**config.mk**
```make
export PLATFORM = sky130hd
export DESIGN_NAME = ex_mem_flat
export DESIGN_NICKNAME = d
export VERILOG_FILES = /design/src/rtl/ex_mem_pkg.sv /design/src/rtl/ex_mem_if.sv /design/src/rtl/ex_mem_ls_align.sv /design/src/rtl/ex_mem.sv /design/src/flat_wrapper.sv
export SDC_FILE = /design/constraint.sdc
export NUM_CORES = 1
export LEC_CHECK = 0
export ABC_CLOCK_PERIOD_IN_PS = 2050
export BUFFER_PORTS_ARGS = -buffer_cell sky130_fd_sc_hd__buf_2
export CELL_PAD_IN_SITES_DETAIL_PLACEMENT = 1
export CELL_PAD_IN_SITES_GLOBAL_PLACEMENT = 1
export CORE_UTILIZATION = 34
export CTS_BUF_LIST = sky130_fd_sc_hd__clkbuf_4 sky130_fd_sc_hd__clkbuf_8
export DETAILED_ROUTE_END_ITERATION = 12
export PLACE_DENSITY_LB_ADDON = 0.2
export SETUP_SLACK_MARGIN = 0.2
export SYNTH_ARGS = -nofsm -noshare
export SYNTH_HDL_FRONTEND = slang
export SYNTH_SLANG_ARGS = --single-unit
```
**constraint.sdc**
```tcl
create_clock -name clk -period 2.05 [get_ports clk]
set_input_delay 0.1025 -clock clk [delete_from_list [all_inputs] [get_ports clk]]
set_output_delay 0.1025 -clock clk [all_outputs]
set_load 0.005 [all_outputs]
```
**src/rtl/ex_mem_pkg.sv**
```systemverilog
// ex_mem_pkg
//   Shared definitions for the EX/MEM pipeline register and its data-bus
//   sequencer: register-file bus types, load/store op codes, RV32I funct3
//   width codes, FSM state encodings and small decode helpers.
//   The optional EX_MEM_MISALIGN_EXC_EN build uses is_misaligned().
package ex_mem_pkg;

    // Register-file address and data buses (RegAddrBus / RegBus).
    typedef logic [4:0]  reg_addr_t;
    typedef logic [31:0] reg_bus_t;

    // Load/store operation carried down from EX. The reserved code
    // behaves exactly like LS_NONE.
    typedef enum logic [1:0] {
        LS_NONE  = 2'b00,
        LS_LOAD  = 2'b01,
        LS_STORE = 2'b10,
        LS_RSVD  = 2'b11
    } ls_op_e;

    // RV32I funct3 width/sign codes for loads and stores.
    localparam logic [2:0] F3_B  = 3'b000;
    localparam logic [2:0] F3_H  = 3'b001;
    localparam logic [2:0] F3_W  = 3'b010;
    localparam logic [2:0] F3_BU = 3'b100;
    localparam logic [2:0] F3_HU = 3'b101;

    // Bus sequencer states.
    typedef enum logic {
        ST_IDLE = 1'b0,
        ST_BUSY = 1'b1
    } state_e;

    typedef enum logic [1:0] {
        SZ_BYTE = 2'b00,
        SZ_HALF = 2'b01,
        SZ_WORD = 2'b10
    } size_e;

    // funct3[1:0] carries the access width; funct3[2] is the unsigned flag.
    // Unused width codes fall back to a full word.
    function automatic size_e f3_size(input logic [2:0] funct3);
        case (funct3[1:0])
            2'b00:   return SZ_BYTE;
            2'b01:   return SZ_HALF;
            default: return SZ_WORD;
        endcase
    endfunction

    function automatic logic is_mem_op(input logic [1:0] ls_op);
        return (ls_op == LS_LOAD) || (ls_op == LS_STORE);
    endfunction

    function automatic logic is_misaligned(input logic [2:0] funct3,
                                           input logic [1:0] addr_lo);
        case (f3_size(funct3))
            SZ_HALF: return addr_lo[0];
            SZ_WORD: return |addr_lo;
            default: return 1'b0;
        endcase
    endfunction

endpackage

```
**src/rtl/ex_mem_if.sv**
```systemverilog
// ex_mem_if
//   Data-bus interface between the EX/MEM sequencer (master) and the
//   memory / bus slave.
//   dbus_req   master->slave  request, held until ack
//   dbus_wr    master->slave  1 = store
//   dbus_addr  master->slave  word-aligned address
//   dbus_wdata master->slave  lane-replicated store data
//   dbus_sel   master->slave  byte enables
//   dbus_ack   slave->master  transaction complete, rdata valid same cycle
//   dbus_rdata slave->master  read data
interface ex_mem_if #(
    parameter int AW = 32
) ();
    logic          dbus_req;
    logic          dbus_wr;
    logic [AW-1:0] dbus_addr;
    logic [31:0]   dbus_wdata;
    logic [3:0]    dbus_sel;
    logic          dbus_ack;
    logic [31:0]   dbus_rdata;

    modport master (
        output dbus_req, dbus_wr, dbus_addr, dbus_wdata, dbus_sel,
        input  dbus_ack, dbus_rdata
    );

    modport slave (
        input  dbus_req, dbus_wr, dbus_addr, dbus_wdata, dbus_sel,
        output dbus_ack, dbus_rdata
    );
endinterface

```
**src/rtl/ex_mem_ls_align.sv**
```systemverilog
// ex_mem_ls_align
//   Combinational load/store alignment.
//   funct3    in   access width / sign
//   addr_lo   in   effective address bits [1:0]
//   sdata     in   store data (rs2)
//   rdata     in   raw bus read data
//   sel       out  byte enables
//   wdata     out  store data replicated across lanes
//   rdata_ext out  selected byte/half, sign- or zero-extended
//   Without EX_MEM_MISALIGN_EXC_EN the address low bits are forced to the
//   natural alignment of the access; with it, misaligned accesses never
//   reach the bus, so the raw offset is used.
module ex_mem_ls_align
    import ex_mem_pkg::*;
(
    input  logic [2:0]  funct3,
    input  logic [1:0]  addr_lo,
    input  logic [31:0] sdata,
    input  logic [31:0] rdata,
    output logic [3:0]  sel,
    output logic [31:0] wdata,
    output logic [31:0] rdata_ext
);

    size_e       size;
    logic [1:0]  lo;
    logic [7:0]  byte_v;
    logic [15:0] half_v;
    logic        sign_ext;

    assign size     = f3_size(funct3);
    assign sign_ext = ~funct3[2];

    always_comb begin
`ifndef EX_MEM_MISALIGN_EXC_EN
        case (size)
            SZ_HALF: lo = {addr_lo[1], 1'b0};
            SZ_WORD: lo = 2'b00;
            default: lo = addr_lo;
        endcase
`else
        lo = addr_lo;
`endif
    end

    always_comb begin
        case (size)
            SZ_BYTE: sel = 4'b0001 << lo;
            SZ_HALF: sel = 4'b0011 << lo;
            default: sel = 4'b1111;
        endcase
    end

    // Each byte lane takes the byte of sdata it would hold if the access
    // were repeated to fill the word: byte -> lane 0 everywhere,
    // half -> lanes 0/1 alternating, word -> unchanged.
    for (genvar gi = 0; gi < 4; gi++) begin : g_lane
        assign wdata[8*gi +: 8] = (size == SZ_BYTE) ? sdata[7:0] :
                                  (size == SZ_HALF) ? sdata[8*(gi%2) +: 8] :
                                                      sdata[8*gi +: 8];
    end

    assign byte_v = rdata[{lo, 3'b000} +: 8];
    assign half_v = rdata[{lo[1], 4'b0000} +: 16];

    always_comb begin
        case (size)
            SZ_BYTE: rdata_ext = {{24{sign_ext & byte_v[7]}}, byte_v};
            SZ_HALF: rdata_ext = {{16{sign_ext & half_v[15]}}, half_v};
            default: rdata_ext = rdata;
        endcase
    end

endmodule

```
**src/rtl/ex_mem.sv**
```systemverilog
// ex_mem
//   EX/MEM pipeline register with a single-transaction data-bus sequencer
//   for the 5-stage RV32I core. ALU results pass through with one cycle of
//   latency; loads and stores issue one bus transaction and request a
//   pipeline stall until dbus_ack. Load data is aligned and extended here so
//   mem_wdata already carries the write-back value.
//
//   clk, rst             clock, synchronous active-high reset
//   ex_waddr/we/wdata    EX results (destination, write enable, ALU result)
//   ex_ls_op, ex_funct3  load/store op and RV32I width/sign code
//   ex_maddr, ex_sdata   effective address, store data
//   stall_i, flush_i     hold / bubble from ctrl (flush wins)
//   mem_waddr/we/wdata   to MEM stage
//   dbus                 data bus (ex_mem_if.master)
//   stallreq_o           stall request to ctrl while waiting for ack
//   misalign_o           one-cycle misaligned-access pulse
//
//   Optional build macro EX_MEM_MISALIGN_EXC_EN: misaligned half/word
//   accesses are rejected with misalign_o instead of being masked.
module ex_mem
    import ex_mem_pkg::*;
#(
    parameter int AW = 32,
    parameter int DW = 32   // fixed at 32 for RV32
) (
    input  logic          clk,
    input  logic          rst,
    input  reg_addr_t     ex_waddr,
    input  logic          ex_we,
    input  logic [DW-1:0] ex_wdata,
    input  logic [1:0]    ex_ls_op,
    input  logic [2:0]    ex_funct3,
    input  logic [AW-1:0] ex_maddr,
    input  logic [DW-1:0] ex_sdata,
    input  logic          stall_i,
    input  logic          flush_i,
    output reg_addr_t     mem_waddr,
    output logic          mem_we,
    output logic [DW-1:0] mem_wdata,
    ex_mem_if.master      dbus,
    output logic          stallreq_o,
    output logic          misalign_o
);

    state_e        state_reg, state_next;

    reg_addr_t     waddr_reg;
    logic          we_lat_reg;     // we as latched, restored after the bus op
    logic          mem_we_reg;     // we as presented to MEM
    logic [DW-1:0] wdata_reg;
    logic [1:0]    ls_op_reg;
    logic [2:0]    funct3_reg;
    logic [AW-1:0] maddr_reg;
    logic [DW-1:0] sdata_reg;
    logic          discard_reg;    // flushed while busy: drop the result

    logic          idle, busy, latch_en, bubble_en;
    logic          ex_is_mem, ex_misaligned, start_xfer, drop;

    logic [3:0]    al_sel;
    logic [31:0]   al_wdata, al_rdata;

    assign idle      = (state_reg == ST_IDLE);
    assign busy      = (state_reg == ST_BUSY);
    assign bubble_en = idle && flush_i;
    assign latch_en  = idle && !flush_i && !stall_i;
    assign ex_is_mem = is_mem_op(ex_ls_op);

`ifdef EX_MEM_MISALIGN_EXC_EN
    logic misalign_reg;
    assign ex_misaligned = ex_is_mem && is_misaligned(ex_funct3, ex_maddr[1:0]);
    assign misalign_o    = misalign_reg;

    always_ff @(posedge clk) begin
        if (rst) misalign_reg <= 1'b0;
        else     misalign_reg <= latch_en && ex_misaligned;
    end
`else
    assign ex_misaligned = 1'b0;
    assign misalign_o    = 1'b0;
`endif

    assign start_xfer = latch_en && ex_is_mem && !ex_misaligned;
    // A flush arriving in the ack cycle itself also discards the result.
    assign drop       = discard_reg || flush_i;

    ex_mem_ls_align u_align (
        .funct3    (funct3_reg),
        .addr_lo   (maddr_reg[1:0]),
        .sdata     (sdata_reg),
        .rdata     (dbus.dbus_rdata),
        .sel       (al_sel),
        .wdata     (al_wdata),
        .rdata_ext (al_rdata)
    );

    // FSM: state register
    always_ff @(posedge clk) begin
        if (rst) state_reg <= ST_IDLE;
        else     state_reg <= state_next;
    end

    // FSM: next state
    always_comb begin
        state_next = state_reg;
        case (state_reg)
            ST_IDLE: if (start_xfer)    state_next = ST_BUSY;
            ST_BUSY: if (dbus.dbus_ack) state_next = ST_IDLE;
        endcase
    end

    // FSM: outputs. Bus fields come straight from registers that are frozen
    // while busy, so they stay stable until ack; they read zero when idle.
    always_comb begin
        dbus.dbus_req   = busy;
        dbus.dbus_wr    = busy && (ls_op_reg == LS_STORE);
        dbus.dbus_addr  = busy ? {maddr_reg[AW-1:2], 2'b00} : '0;
        dbus.dbus_sel   = busy ? al_sel : 4'b0000;
        dbus.dbus_wdata = busy ? al_wdata : 32'h0;
        stallreq_o      = busy && !dbus.dbus_ack;
    end

    // Pipeline register / result datapath
    always_ff @(posedge clk) begin
        if (rst) begin
            waddr_reg   <= '0;
            we_lat_reg  <= 1'b0;
            mem_we_reg  <= 1'b0;
            wdata_reg   <= '0;
            ls_op_reg   <= LS_NONE;
            funct3_reg  <= 3'b000;
            maddr_reg   <= '0;
            sdata_reg   <= '0;
            discard_reg <= 1'b0;
        end else if (bubble_en) begin
            waddr_reg   <= '0;
            we_lat_reg  <= 1'b0;
            mem_we_reg  <= 1'b0;
            wdata_reg   <= '0;
            ls_op_reg   <= LS_NONE;
        end else if (latch_en) begin
            waddr_reg   <= ex_waddr;
            we_lat_reg  <= ex_we;
            // Memory ops (and rejected misaligned ones) hide we until done.
            mem_we_reg  <= ex_is_mem ? 1'b0 : ex_we;
            wdata_reg   <= ex_wdata;
            ls_op_reg   <= ex_ls_op;
            funct3_reg  <= ex_funct3;
            maddr_reg   <= ex_maddr;
            sdata_reg   <= ex_sdata;
            discard_reg <= 1'b0;
        end else if (busy) begin
            if (flush_i) discard_reg <= 1'b1;
            if (dbus.dbus_ack) begin
                mem_we_reg  <= drop ? 1'b0 : we_lat_reg;
                if ((ls_op_reg == LS_LOAD) && !drop) wdata_reg <= al_rdata;
                discard_reg <= 1'b0;
            end
        end
    end

    assign mem_waddr = waddr_reg;
    assign mem_we    = mem_we_reg;
    assign mem_wdata = wdata_reg;

endmodule

```
**src/flat_wrapper.sv**
```systemverilog
// flat-port wrapper written by rule: the top's interface ports become plain ports
module ex_mem_flat import ex_mem_pkg::*;
#(
    parameter int AW = 32,
    parameter int DW = 32                          
)
  (clk, rst, ex_waddr, ex_we, ex_wdata, ex_ls_op, ex_funct3, ex_maddr, ex_sdata, stall_i, flush_i, mem_waddr, mem_we, mem_wdata, stallreq_o, misalign_o, dbus_dbus_req, dbus_dbus_wr, dbus_dbus_addr, dbus_dbus_wdata, dbus_dbus_sel, dbus_dbus_ack, dbus_dbus_rdata);
  ex_mem_if #(.AW(AW)) dbus_i ();
  input  logic clk;
  input  logic rst;
  input  reg_addr_t ex_waddr;
  input  logic ex_we;
  input  logic [DW-1:0] ex_wdata;
  input  logic [1:0] ex_ls_op;
  input  logic [2:0] ex_funct3;
  input  logic [AW-1:0] ex_maddr;
  input  logic [DW-1:0] ex_sdata;
  input  logic stall_i;
  input  logic flush_i;
  output reg_addr_t mem_waddr;
  output logic mem_we;
  output logic [DW-1:0] mem_wdata;
  output logic stallreq_o;
  output logic misalign_o;
  output wire logic [$bits(dbus_i.dbus_req)-1:0] dbus_dbus_req;
  output wire logic [$bits(dbus_i.dbus_wr)-1:0] dbus_dbus_wr;
  output wire logic [$bits(dbus_i.dbus_addr)-1:0] dbus_dbus_addr;
  output wire logic [$bits(dbus_i.dbus_wdata)-1:0] dbus_dbus_wdata;
  output wire logic [$bits(dbus_i.dbus_sel)-1:0] dbus_dbus_sel;
  input wire logic [$bits(dbus_i.dbus_ack)-1:0] dbus_dbus_ack;
  input wire logic [$bits(dbus_i.dbus_rdata)-1:0] dbus_dbus_rdata;
  assign dbus_dbus_req = dbus_i.dbus_req;
  assign dbus_dbus_wr = dbus_i.dbus_wr;
  assign dbus_dbus_addr = dbus_i.dbus_addr;
  assign dbus_dbus_wdata = dbus_i.dbus_wdata;
  assign dbus_dbus_sel = dbus_i.dbus_sel;
  assign dbus_i.dbus_ack = dbus_dbus_ack;
  assign dbus_i.dbus_rdata = dbus_dbus_rdata;
  ex_mem #(.AW(AW), .DW(DW)) u_core (.clk(clk), .rst(rst), .ex_waddr(ex_waddr), .ex_we(ex_we), .ex_wdata(ex_wdata), .ex_ls_op(ex_ls_op), .ex_funct3(ex_funct3), .ex_maddr(ex_maddr), .ex_sdata(ex_sdata), .stall_i(stall_i), .flush_i(flush_i), .mem_waddr(mem_waddr), .mem_we(mem_we), .mem_wdata(mem_wdata), .dbus(dbus_i), .stallreq_o(stallreq_o), .misalign_o(misalign_o));
endmodule
```
==> flow_summary.yaml <==
placement:
  placed_area_um2: 7007
  gp_congestion: 0.8216
  numPlacedInstances: 1162
  port_buffers: 250
  dp_hpwl_mm: 14.42
power:
  power_uw: 4583
  power_leakage_uw: 0.003563
  peakVddDrop_v: 0.0002896
  pwr_density_cell_nw_per_um2: 547.6
sta:
  fin_crit_sh: 0.8842
  rsz0062_at_grt: "yes"
  finalSetupTns_ps: 0
  worstMarginPinSlew_ps: 801.6
  fin_crit_ps: 1813
  fmax_ghz: 0.5517
  hold_violations: 0
  fin_worst_skew_ps: 17.60
  finalSetupViolCount: 0
  maxSlewHeadroom: 0.4656
  drv_slew: 0
clock_tree:
  cts_root_buf: "clkbuf_8"
  cts_max_level: 3
  cts_buffers: 9
  numClockSinks: 110
  clock_latency_ps: 410
  clockBufferDepth: 2
  tritoncts: "done"
  path_clk_slew_ps: 130
worst_setup_path:
  critPathTopFamily: "simple AND/OR/NAND/NOR gates"
  required_ps: 1950
  cp-startpoint: "u_core.funct3_reg[1]"
  cp.arrival_ps: 1710
  critPathSlowestCell: "or3b_4"
  end_kind: "primary output"
  critPathKind: "reg -> out"
  crit_path_max_fanout: 10
  critPathLaunchType: "flip-flop"
  cp_cell_sequence: "or3b_4 > buf_4 > and3_1 > buf_2"
  worstReg2RegStart: "u_core.dbus.dbus_req"
  crit_path_max_incr_delay_ps: 420
  crit_buf_inv: 2
finish:
  design_area_um2: 8371
  regArea_um2: 2216
  final_cell_mix: "buf_2 (250), nand2_1 (205), a21oi_1 (109)"
  nFillCells: 2047
  final_util: 0.5250
  final_common_cell: "buf_2"
  drive_gt1_frac: 0.3168
  nets: 1206
  multi_input_area_um2: 3090
  instances_no_fill: 1284
  syn_to_final_growth_pct: 50.13
hold_path:
  hold_start: "dbus_dbus_rdata[26]"
  min_path_type: "in -> reg"
detailed_routing:
  drt_wl_total_mm: 22.85
  vias: 6542
  drc: 0
  drtAntennaViolNets: 0
  via_per_inst: 5.095
  drt_first_pass_iters: 4
  wl_per_cell_um: 17.79
  drt-initial-drc-count: 283
outcome:
  outcome: "complete, no violations"
synthesis:
  synth.top_cell.area_share: 0.3950
  avgSynthCellArea_um2: 7.544
  synth_edf_count: 0
  ys_warn_count: 0
  synth_seq_cells: 110
  netlist_top_cells_area: "dfxtp_1 (39%), nand2_1 (14%), a21oi_1 (10%)"
  yosysSeqAreaShare: 0.3950
  yosysTopAreaCell: "dfxtp_1"
  synth_ff_type: "dfxtp_1"
  ys_types: 47
  synth_cells: 739
  synthArstFlopShare: 0
  netlist_area_um2: 5575
floorplanning:
  fp.dieH_um: 130.1
  initial_core_util: 0.3497
  io_pins: 254
  chipWidth_um: 130.1
  design.core.area_um2: 15940
  rows: 46
  dieArea_um2: 16910
grt:
  grt_pass1_vias: 6661
  grt_usage: 0.2636
  grt_max_degree: 76
  grt-ovfl-total: 0
  grt_pass1_wl_mm: 34.45
  antenna_found_initial: 1
run:
  drv_cap: 0
==> final timing paths <==
path,endpoint,slack [ps],depth (start not counted)
max reg2reg,u_core.mem_wdata[23],280,5
min,u_core.mem_wdata[26],10,3
max,dbus_dbus_sel[0],240,4
min reg2reg,u_core.maddr_reg[23],460,2
==> logic make-up (layout without fill, tap and decap cells) <==
group / after synthesis / count (layout) / share of synthesized area
and+or+nand+nor: 329 / 329 / 0.2610
muxes: 33 / 33 / 0.06082
xor gates and xnor gates: 1 / 1 / 0.001571
DFF: 110 / 110 / 0.3950
other: 1 / 4 / 0.0006726
AOI/OAI and AO/OA: 190 / 191 / 0.2186
buffers and inverters: 75 / 400 / 0.06239
==> repair_timing <==
item                                   4_1_cts  5_1_grt
setup endpoints to repair                   28       36
gates resized for setup                     13       14
endpoints found under the hold margin       93        0
hold buffers                                92        0
pin swaps                                    1        0
buffers inserted                             1        8
gates cloned                                 1        3
==> metal layers <==
layer | wire [um] | vias up | global-route usage
met4 | 303 | 0 | 0.08413
li1 | - | 3178 | -
met1 | 9475 | 3140 | 0.3094
met2 | 11690 | 202 | 0.4728
met5 | 0 | - | 0
met3 | 1372 | 22 | 0.05945
==> stage by stage <==
step / setup slack (ps) / hold slack (ps)
2_1_floorplan: 483.9 / 211.0
3_3_place_gp: 215.1 / 303.9
3_5_place_dp: 180.0 / 312.8
4_1_cts: 206.8 / 3.595
5_1_grt: 185.6 / 7.826
6_report: 237.5 / 14.82
==> report_power, final <==
part | internal, uW | leakage (uW) | switching, uW
logic | 464 | 0.00257 | 487
clock network | 479 | 0.0000928 | 858
registers | 2230 | 0.000900 | 66.0
total | 3170 | 0.00356 | 1410
==> worst reg2reg max path: stages (launching register included) <==
cell and delay [ps]:
dfxtp_4 390, buf_12 150, or3_4 550, o21ai_2 250, o221ai_1 210, a31oi_2 150
==> synth_stat cells (all sizes together), types with 4 or more instances <==
master and instances:
o31ai 5, dfxtp 110, nor4 10, o21ai 11, and2 38, nand3b 6
o221ai 16, mux2i 26, a21oi 113, mux2 7, inv 7, clkbuf 34
nor2 39, a31oi 13, nand2b 6, o32ai 4, buf 34, o31a 7
a211oi 12, nand2 205, nor3 9
==> layout make-up <==
| cell class | count | share of cell area |
|---|---|---|
| multi-input cells | 557 | 0.3692 |
| clock buffers | 10 | 0.01570 |
| inverters | 7 | 0.003587 |
| repair buffers | 377 | 0.3078 |
| well taps | 216 | 0.03229 |
| diodes | 1 | 0.0002990 |
| clock inverters | 6 | 0.006428 |
| flip-flops and latches | 110 | 0.2647 |
(Power assumes the default switching activity.)
